$ cat config.mk
export PLATFORM = sky130hd
export DESIGN_NAME = mem_stage_ctrl
export DESIGN_NICKNAME = d
export VERILOG_FILES = /design/src/rtl/mem_stage_ctrl.sv
export SDC_FILE = /design/constraint.sdc
export NUM_CORES = 1
export LEC_CHECK = 0
export CORE_ASPECT_RATIO = 0.7
export CORE_MARGIN = 2
export CORE_UTILIZATION = 30
export CTS_BUF_LIST = sky130_fd_sc_hd__clkbuf_4 sky130_fd_sc_hd__clkbuf_8 sky130_fd_sc_hd__clkbuf_16
export CTS_CLUSTER_DIAMETER = 150
export DETAILED_ROUTE_END_ITERATION = 8
export PLACE_DENSITY = 0.72
export SLEW_MARGIN = 25
export SYNTH_ARGS = -nofsm -noshare
export SYNTH_HDL_FRONTEND = slang
export SYNTH_SLANG_ARGS = --single-unit
$ cat constraint.sdc
create_clock -name i_clk -period 1.2 [get_ports i_clk]
set_clock_uncertainty 0.05 [all_clocks]
set_input_delay 0.24 -clock i_clk [delete_from_list [all_inputs] [get_ports i_clk]]
set_output_delay 0.24 -clock i_clk [all_outputs]
set_load 0.05 [all_outputs]
$ cat src/rtl/mem_stage_ctrl.sv
// MEM-stage access sequencer: runs loads/stores against a req/ready data memory,
// stalls the front of the pipe while busy and gates the MEM/WB enable and halt.
module mem_stage_ctrl #(
    parameter int TIMEOUT = 16,
    parameter int CNT_W   = 5
) (
    input  logic        i_clk,
    input  logic        i_rst,
    input  logic        i_memRead,
    input  logic        i_memWrite,
    input  logic        i_haltIn,
    input  logic [15:0] i_addr,
    input  logic [15:0] i_wdata,
    input  logic [15:0] i_mem_rdata,
    input  logic        i_mem_ready,
    output logic        o_mem_req,
    output logic        o_mem_wr,
    output logic [15:0] o_mem_addr,
    output logic [15:0] o_mem_wdata,
    output logic [15:0] o_memData,
    output logic        o_memwbEn,
    output logic        o_haltOut,
    output logic        o_stall,
    output logic        o_halted,
    output logic        o_err
);

    // state | meaning
    // IDLE  | pass-through; launches an access or latches a halt
    // BUSY  | request outstanding, waiting for mem_ready
    // DONE  | access complete, MEM/WB captures for one cycle
    // ERR   | memory timed out, frozen until reset
    typedef enum logic [1:0] {S_IDLE, S_BUSY, S_DONE, S_ERR} state_t;

    state_t             r_state;
    state_t             w_next;
    logic [CNT_W-1:0]   r_count;
    logic               r_req;
    logic               r_wr;
    logic [15:0]        r_addr;
    logic [15:0]        r_wdata;
    logic [15:0]        r_data;
    logic               r_halted;
    logic               w_access;
    logic               w_timeout;

    assign w_access  = i_memRead | i_memWrite;
    assign w_timeout = (r_count == CNT_W'(TIMEOUT - 1));

    always_ff @(posedge i_clk) begin
        if (i_rst) begin
            r_state  <= S_IDLE;
            r_count  <= '0;
            r_req    <= 1'b0;
            r_wr     <= 1'b0;
            r_addr   <= '0;
            r_wdata  <= '0;
            r_data   <= '0;
            r_halted <= 1'b0;
        end else begin
            r_state <= w_next;
            case (r_state)
                S_IDLE: begin
                    if (!r_halted) begin
                        if (w_access) begin
                            r_addr  <= i_addr;
                            r_wdata <= i_wdata;
                            r_wr    <= i_memWrite;
                            r_count <= '0;
                            r_req   <= 1'b1;
                        end else if (i_haltIn) begin
                            r_halted <= 1'b1;
                        end
                    end
                end
                S_BUSY: begin
                    r_count <= r_count + 1'b1;
                    if (i_mem_ready) begin
                        r_req <= 1'b0;
                        if (!r_wr) begin
                            r_data <= i_mem_rdata;
                        end
                    end else if (w_timeout) begin
                        r_req <= 1'b0;
                    end
                end
                default: begin
                end
            endcase
        end
    end

    always_comb begin
        w_next    = r_state;
        o_stall   = 1'b1;
        o_memwbEn = 1'b0;
        o_haltOut = 1'b0;
        case (r_state)
            S_IDLE: begin
                if (!r_halted) begin
                    if (w_access) begin
                        w_next = S_BUSY;
                    end else begin
                        o_stall   = 1'b0;
                        o_memwbEn = 1'b1;
                        o_haltOut = i_haltIn;
                    end
                end
            end
            S_BUSY: begin
                // a completion on the last allowed cycle still counts as success
                if (i_mem_ready) begin
                    w_next = S_DONE;
                end else if (w_timeout) begin
                    w_next = S_ERR;
                end
            end
            S_DONE: begin
                o_stall   = 1'b0;
                o_memwbEn = 1'b1;
                w_next    = S_IDLE;
            end
            default: begin
            end
        endcase
    end

    assign o_mem_req   = r_req;
    assign o_mem_wr    = r_wr;
    assign o_mem_addr  = r_addr;
    assign o_mem_wdata = r_wdata;
    assign o_memData   = r_data;
    assign o_halted    = r_halted;
    assign o_err       = (r_state == S_ERR);

endmodule
==> results.txt, run 1 <==
The run finished, with violations left. The checks that failed: negative setup slack. The final-report max-slew violation count is 0.

After detailed routing, the number of remaining DRC violations is 0. The count of nets left with antenna violations after detail routing came out at 0. The fill cell total of the finished layout came out at ~550. The worst hold path begins at i_memWrite. The clock network accounts for roughly a third of the total power. The critical path's top delay family is flip-flops.

The cell depth of the worst min-delay path is 3. In the final layout, the share of cells above drive strength 1 is between 50% and 60%. For this design the static power due to leakage is around 2.2 nW. The count of buffers from port buffering came out at 108. The tree is rooted in a sky130_fd_sc_hd__clkbuf_8. The worst hold path belongs to the class input port to flop. The tightest slew margin relative to the limit is roughly 82%.

The net count of the finished layout is 462. The end-of-flow core utilization is 70.38%. The post-route standard cell area excluding fillers is about 0.0052 sq mm. The die width is 109.4 microns. The number of cells on the worst reg-to-reg path is 5. Summing every instance area after synthesis gives 0.002332 sq mm. The worst slack at placement is -0.6576 ns. The effective utilization at floorplan came out at 31.44%.

The number of synthesized register bits is 58. For this run, the top clock speed supported by timing is roughly 0.64 GHz. The final hold violation count came out at 0.

The detailed placer's ending HPWL came out at 4.763 mm. The total of warnings raised by yosys came out at 0. The most used flip-flop cell after synthesis is sky130_fd_sc_hd__dfxtp_1.

Buffers inserted during clock tree synthesis total 9. After synthesis, the share of cell area in mux cells is between 15 and 20%. The required time reported for the critical path endpoint came out at slightly above 0.9 ns.

Setup repair after global routing could not meet its margin everywhere. The overall fraction of global-route tracks in use is between 10% and 20%. The final setup violation count came out at 61.

The multi-input combinational cells in the finished layout cover a total of 0.001469 sq mm. Counting flops with an async set or reset pin after synthesis yields a share of 0%. The startpoint kind of the worst setup timing path is a flop. The worst setup slack for register-to-register paths came out at -0.36 ns. The share of the clock period used by the worst path is 130.3%. The buffer depth of the longest clock path came out at 2.

The switching share of power is between 30% and 40%. The biggest cell delay along the critical path is 0.36 ns. The combinational family with the most area after synthesis is simple AND/OR/NAND/NOR gates.

The floorplan has 26 rows. TritonCTS built the clock tree. Across the run, the number of max-cap violations was 0.

The worst flop-to-flop path startpoint is r_state[1]$_SDFFE_PP0P_. The maximum vdd ir drop is between 0.7 and 0.8 mV. The routed design has 8.126 mm of wire.

Using the TritonRoute via totals, the vias-per-cell ratio works out to between 4 and 5. The first-pass iteration count of the detailed router came out at 4. The H-tree was split into 3 levels. In this run the count of I/O pins placed on the die edge is ~110. The actual transition at the worst max-transition pin is 0.2666 ns. The synthesized netlist devotes under 10% of its cell area to compound gates. Across the whole layout, storage elements account for 0.001221 sq mm. After global routing the overflow that remains totals 0. The routed wire length per instance is 15.96 microns. The worst flop-to-flop path endpoint is o_mem_addr[12]$_SDFFE_PP0P_.

Of the total synthesized cell area, the portion taken by AND, OR, NAND and NOR gates is between 20% and 30%. The cell area after placement is ~0.0042 sq mm. For this run, the register share of the synthesized area comes to roughly half.

The reported net switching power came out at 0.002075 W. The combinational cell fraction of total power is roughly 34%. The clock period minus final worst setup slack is 1.564 ns. The source-to-sink clock delay at the later pin of the worst-skew pair came out at 0.33 ns. Along the worst path, the maximum fanout reaches 4. After Yosys synthesis, XOR and XNOR cells account for 0% of the synthesized area.

Traced cell by cell, the critical path runs through buf_6 -> and4b_4 -> buf_12. Clock-pin slew was measured on the worst setup and hold paths at 0.07 ns. The hold path endpoint is o_mem_wr$_SDFFE_PP0P_. Summing the areas of all fa, ha and maj instances in the mapped netlist gives ~1.1% of the synthesized area. The global-route wire length before repair is 12.04 mm. The count of mapped cells out of synthesis is roughly 270.

The total number of clock tree sinks is 58. The hold buffer count at CTS came out at 0. After the first detailed-routing iteration, the DRC count stood at ~120. The die is between 70 and 80 microns tall. The area added between synthesis and finish came out at 123.8%.

The final weighted congestion of routability-driven global placement came out at 0.7478. The number of global-route vias before repair came out at around 2400. When the netlist entered floorplanning its net count stood at 321.

The worst setup path is of the flop to output port kind. The total internal power is ~0.0048 W. In the post-route analysis, the smallest setup slack over all paths is -0.3641 ns. The arrival time at the worst endpoint is ~1.3 ns. The number of different library cells in the post-synthesis netlist came out at 32.

The part of the total power dissipated in sequential elements is roughly 33%. The core area came out at approximately 0.0074 sq mm. The total number of vias came out at 2387.

The area enclosed by the die boundary came out at 0.008507 sq mm. The critical path contains buffers and inverters numbering 2 combined. The largest individual stage delay along the critical path comes from the cell sky130_fd_sc_hd__dfxtp_4. STA classifies the critical path endpoint as an output port. The maximum number of pins on one net before global-route repair is 67. The number of antenna violations at the first check in global routing is 0. The mean post-synth cell area came out at 8.801 sq um.

The number of diodes is 0. In this run the power density over the cells is ~1300 mW/mm^2. The number of enable flip-flop cells after synthesis came out at 0.
-- cell type report --
class / count / share of cell area [%]
Tap cell: 98 / 2.349
Clock buffer: 13 / 3.739
Multi-Input combinational cell: 186 / 28.14
Sequential cell: 58 / 23.39
Clock inverter: 3 / 1.246
Inverter: 3 / 0.2157
Timing Repair Buffer: 148 / 40.92
-- cells in the final DEF, fill, tap and decap left out, drive strengths merged, types with 2 or more instances in the layout --
cell / count
a21oi: 18
buf: 95
bufinv: 2
clkbuf: 13
clkdlybuf4s50: 51
dfxtp: 58
dlygate4sd2: 2
ha: 2
inv: 3
mux2i: 34
nand2: 98
nor2: 10
nor3: 3
o21ai: 3
o2bb2ai: 2
-- worst max path at each step --
stage	endpoint	from	cells past startpoint	slack (ns)
after global routing	o_memwbEn	o_halted$_SDFFE_PP0P_	5	-0.42
after CTS	o_stall	o_halted$_SDFFE_PP0P_	4	-0.41
after floorplan	o_mem_addr[0]$_SDFFE_PP0P_	r_state[0]$_SDFFE_PP0P_	4	-0.22
after global placement	o_haltOut	i_memWrite	4	-0.63
after detailed placement	o_haltOut	i_memWrite	4	-0.66
final	o_haltOut	o_halted$_SDFFE_PP0P_	3	-0.36
-- power groups by stage --
stage               combinational (W)  clock (W)  sequential (W)
finish                        0.00235    0.00228         0.00228
global route                  0.00246    0.00245         0.00230
CTS                           0.00226    0.00233         0.00225
detailed placement            0.00190          0         0.00230
global placement              0.00187          0         0.00229
floorplan                    0.000477          0         0.00271
-- cell usage after synthesis, drive strengths merged, types with 2 or more instances --
master | count | area, sq um
nor3 | 3 | 15.01
mux2i | 34 | 340.3
inv | 3 | 11.26
clkbuf | 7 | 27.52
ha | 2 | 25.02
buf | 11 | 78.82
dfxtp | 58 | 1161
nand2 | 98 | 367.9
a21oi | 18 | 90.09
o2bb2ai | 2 | 17.52
o21ai | 3 | 15.01
nor2 | 10 | 37.54
-- cells by family (layout without fill, tap and decap cells) --
family                   count (synthesis)  count (layout)
AND/OR/NAND/NOR                        122             122
multiplexers                            35              35
adder cells (fa/ha/maj)                  2               2
flip-flops                              58              58
buffers and inverters                   21             167
AO/OA/AOI/OAI                           27              27
-- metrics by stage --
step	setup TNS [ns]	instances	hold slack, ns	power, W
finish	-14.51	509	0.3614	0.006914
floorplan	-7.289	265	0.3094	0.003190
detailed placement	-27.68	472	0.3964	0.004195
global placement	-25.58	472	0.3850	0.004162
global route	-17.26	509	0.3757	0.007207
CTS	-13.96	505	0.3423	0.006839
-- repair_timing --
item                       in CTS  in global routing
setup buffers                  12                  5
cloned                          5                  1
resized for setup              64                 97
pin swaps                      25                 27
setup endpoints to repair      63                 94
-- state kept, by name, indices dropped and copies added (netlist names) --
name,count
o_halted,1
o_memData,16
o_mem_addr,16
o_mem_req,1
o_mem_wdata,16
o_mem_wr,1
r_count,5
r_state,2
-- routing by layer --
| layer | up-vias | GRT usage, % | share of wire, % |
|---|---|---|---|
| met2 | 80 | 30.49 | 52 |
| met1 | 1136 | 22.66 | 40 |
| li1 | 1163 | - | - |
| met5 | - | 0 | 0 |
| met3 | 8 | 8.487 | 7.9 |
| met4 | 0 | 3.165 | 0.65 |
-- tightest hold or removal path: stages --
cell and delay [ns]:
sky130_fd_sc_hd__dlygate4sd2_1 0.29, sky130_fd_sc_hd__nand4b_1 0.13, sky130_fd_sc_hd__o21ai_2 0.05
No activity file was read; power rests on OpenSTA's default activity.
==> inputs of run 2 (changes only) <==
- ABC_AREA: not set -> 0
- SETUP_SLACK_MARGIN: not set -> 0.05
==> run 2 against run 1 <==
Effect of this change:
- the run still ends with negative setup slack left
- first-iteration DRC count shrank 37%
- clock power down 19%
- critical path depth stayed put
- total power decreased by 5.1%
- critical endpoint unchanged
==> results.txt, run 2 (same netlist as run 1, synthesis figures left out) <==
The first-pass iteration count of the detailed router is 4 (unchanged). The total leakage power is 2.250 nW (was 2.174 nW). The total number of vias came to 2471 (was 2387). The arrival time at the worst endpoint came to 1.28 ns (was 1.27 ns). The critical path class is flop to output port (unchanged). Most frequent cells in the layout: sky130_fd_sc_hd__nand2_1, sky130_fd_sc_hd__buf_12, sky130_fd_sc_hd__clkdlybuf4s50_1 (unchanged). The H-tree depth was 3 (unchanged). The fraction of final layout cells sized beyond drive strength 1 came out at 58.12% (was 54.74%). The maximum vdd ir drop is 0.6432 mV (was 0.7326 mV). The vertical die dimension came out at 77.77 microns (unchanged). The final setup violation count is 62 (was 61). The count of nets left with antenna violations after detail routing came to 0 (unchanged). The total number of clock tree sinks came out at 58 (unchanged).

The post-layout instance count excluding filler cells is 535 (was 509). The routed wire length per instance was 15.50 microns (was 15.96 microns). The worst hold margin is 0.3815 ns (was 0.3614 ns). The maximum net fanout on the critical path is 4 (unchanged). The class of the tightest hold or removal check is input port to flop (unchanged). The global-route wire length before repair came to 12.08 mm (was 12.04 mm). The nature of the critical path endpoint was an output port (unchanged). The startpoint kind of the worst setup timing path is a flop (unchanged). The maximum number of pins on one net before global-route repair came out at 48 (was 67). The die width came to 109.4 microns (unchanged). The count of buffers from port buffering was 108 (unchanged). The hold buffer count at CTS is 0 (unchanged). The detailed router's first-iteration violation count came to 77 (was 123). The number of global-route vias before repair is 2442 (was 2366). The required time reported for the critical path endpoint is 0.91 ns (about the same). The I/O pin count came out at 109 (unchanged). The root cell of the clock tree is sky130_fd_sc_hd__clkbuf_8 (unchanged).

RSZ-0062 raised after global routing: yes (unchanged). The final-report max-slew violation count is 0 (unchanged). The total of max-cap violations is 0 (unchanged). The clock tree from TritonCTS is done (unchanged). The final hold violation count came out at 0 (unchanged).

The via-per-instance ratio came out at 4.619 (was 4.690). The overall fraction of global-route tracks in use came out at 18.44% (was 18.61%). The number of diodes is 0 (unchanged). The standard-cell row count came out at 26 (unchanged). The total power divided by cell area came out at 1235 mW/mm^2 (was 1325 mW/mm^2). The number of nets in the finished design came to 488 (was 462).

The area enclosed by the die boundary is 0.008507 sq mm (unchanged). The number of antenna violations at the first check in global routing is 0 (unchanged). The tightest slew margin relative to the limit was 80.26% (was 81.72%).

The source-to-sink clock delay at the later pin of the worst-skew pair was 0.33 ns (about the same). The effective utilization at floorplan is 31.44% (unchanged). The most common cell after layout, fill and taps aside is sky130_fd_sc_hd__nand2_1 (unchanged).

The detailed placer's ending HPWL is 4.822 mm (was 4.763 mm). The post-placement cell count is 475 (was 472). The final weighted congestion of routability-driven global placement came out at 0.7387 (was 0.7478). The clock period minus final worst setup slack is 1.569 ns (was 1.564 ns).

Failing checks: negative setup slack (unchanged). The aggregate routed wire length is 8.292 mm (was 8.126 mm). The buffer depth of the longest clock path came out at 2 (unchanged).

The core area came to 0.007417 sq mm (unchanged). The actual transition at the worst max-transition pin came out at 0.2960 ns (was 0.2666 ns). The clock transition at the registers of the reported paths came out at 0.07 ns (about the same). The post-route DRC violation count was 0 (unchanged).

The area added between synthesis and finish was 127.7% (was 123.8%). The post-layout worst setup margin came out at -0.3687 ns (was -0.3641 ns). Status: complete, but fails checks (unchanged). The total overflow reported by the global router came out at 0 (unchanged).

The total clock buffers created by CTS is 9 (unchanged). The share of the clock period used by the worst path came to 130.7% (was 130.3%). The maximum achievable frequency came out at 0.6375 GHz (was 0.6393 GHz).
==> run 2: area by class of cell <==
class | instances | area (sq um)
Clock buffer | 11 | 151.4
Clock inverter | 5 | 52.55
Fill cell | 522 | 2107
Inverter | 3 | 11.26
Multi-Input combinational cell | 186 | 1388
Sequential cell | 58 | 1252
Tap cell | 98 | 122.6
Timing Repair Buffer | 174 | 2332
==> run 2: report_power, final <==
| part | internal, W | total (W) | switching [W] |
|---|---|---|---|
| Combinational | 0.00132 | 0.00244 | 0.00112 |
| Clock | 0.00106 | 0.00184 | 0.000781 |
| Sequential | 0.00211 | 0.00228 | 0.000174 |
| Total | 0.00449 | 0.00656 | 0.00207 |
==> run 2: critical path, cell delays in order, from the launching register on <==
cell                      delay, ns
sky130_fd_sc_hd__dfxtp_4       0.37
sky130_fd_sc_hd__buf_6         0.12
sky130_fd_sc_hd__and4b_4       0.33
sky130_fd_sc_hd__buf_12        0.13
==> run 2: path summary, 6_finish.rpt <==
| path | startpoint | endpoint | slack, ns | cells past startpoint |
|---|---|---|---|---|
| min reg2reg | o_mem_addr[0]$_SDFFE_PP0P_ | o_mem_addr[0]$_SDFFE_PP0P_ | 0.43 | 2 |
| max | o_halted$_SDFFE_PP0P_ | o_haltOut | -0.37 | 3 |
| min | i_memWrite | o_mem_wr$_SDFFE_PP0P_ | 0.38 | 3 |
| max reg2reg | r_state[1]$_SDFFE_PP0P_ | o_mem_wdata[15]$_SDFFE_PP0P_ | -0.33 | 6 |
==> run 2: what timing repair did <==
item / CTS / global route
setup endpoints to repair: 112 / 102
gates resized for setup: 97 / 67
pin swaps: 10 / 40
gates cloned: 5 / 0
buffers inserted: 13 / 29
==> run 2: per-stage QoR <==
| step | power, W | util (%) | cell area (sq um) | setup slack (ns) | setup TNS [ns] |
|---|---|---|---|---|---|
| 3_5_place_dp | 0.004208 | 57.02 | 4229 | -0.5518 | -25.77 |
| 2_1_floorplan | 0.003191 | - | 2411 | -0.2196 | -7.291 |
| 4_1_cts | 0.006403 | 66.01 | 4896 | -0.3842 | -14.18 |
| 5_1_grt | 0.006860 | 71.59 | 5310 | -0.4071 | -18.88 |
| 6_report | 0.006559 | 71.59 | 5310 | -0.3687 | -15.32 |
| 3_3_place_gp | 0.004173 | 57.02 | 4229 | -0.5413 | -24.37 |
==> run 2: per-layer routing <==
metal	vias to the layer above	GRT usage, %	part of all wire (%)	routed length (microns)
li1	1208	-	-	-
met1	1160	20.14	39	3194
met2	90	30.93	50	4161
met3	13	9.916	10	829
met4	0	5.063	1.3	106
met5	-	0	0	0
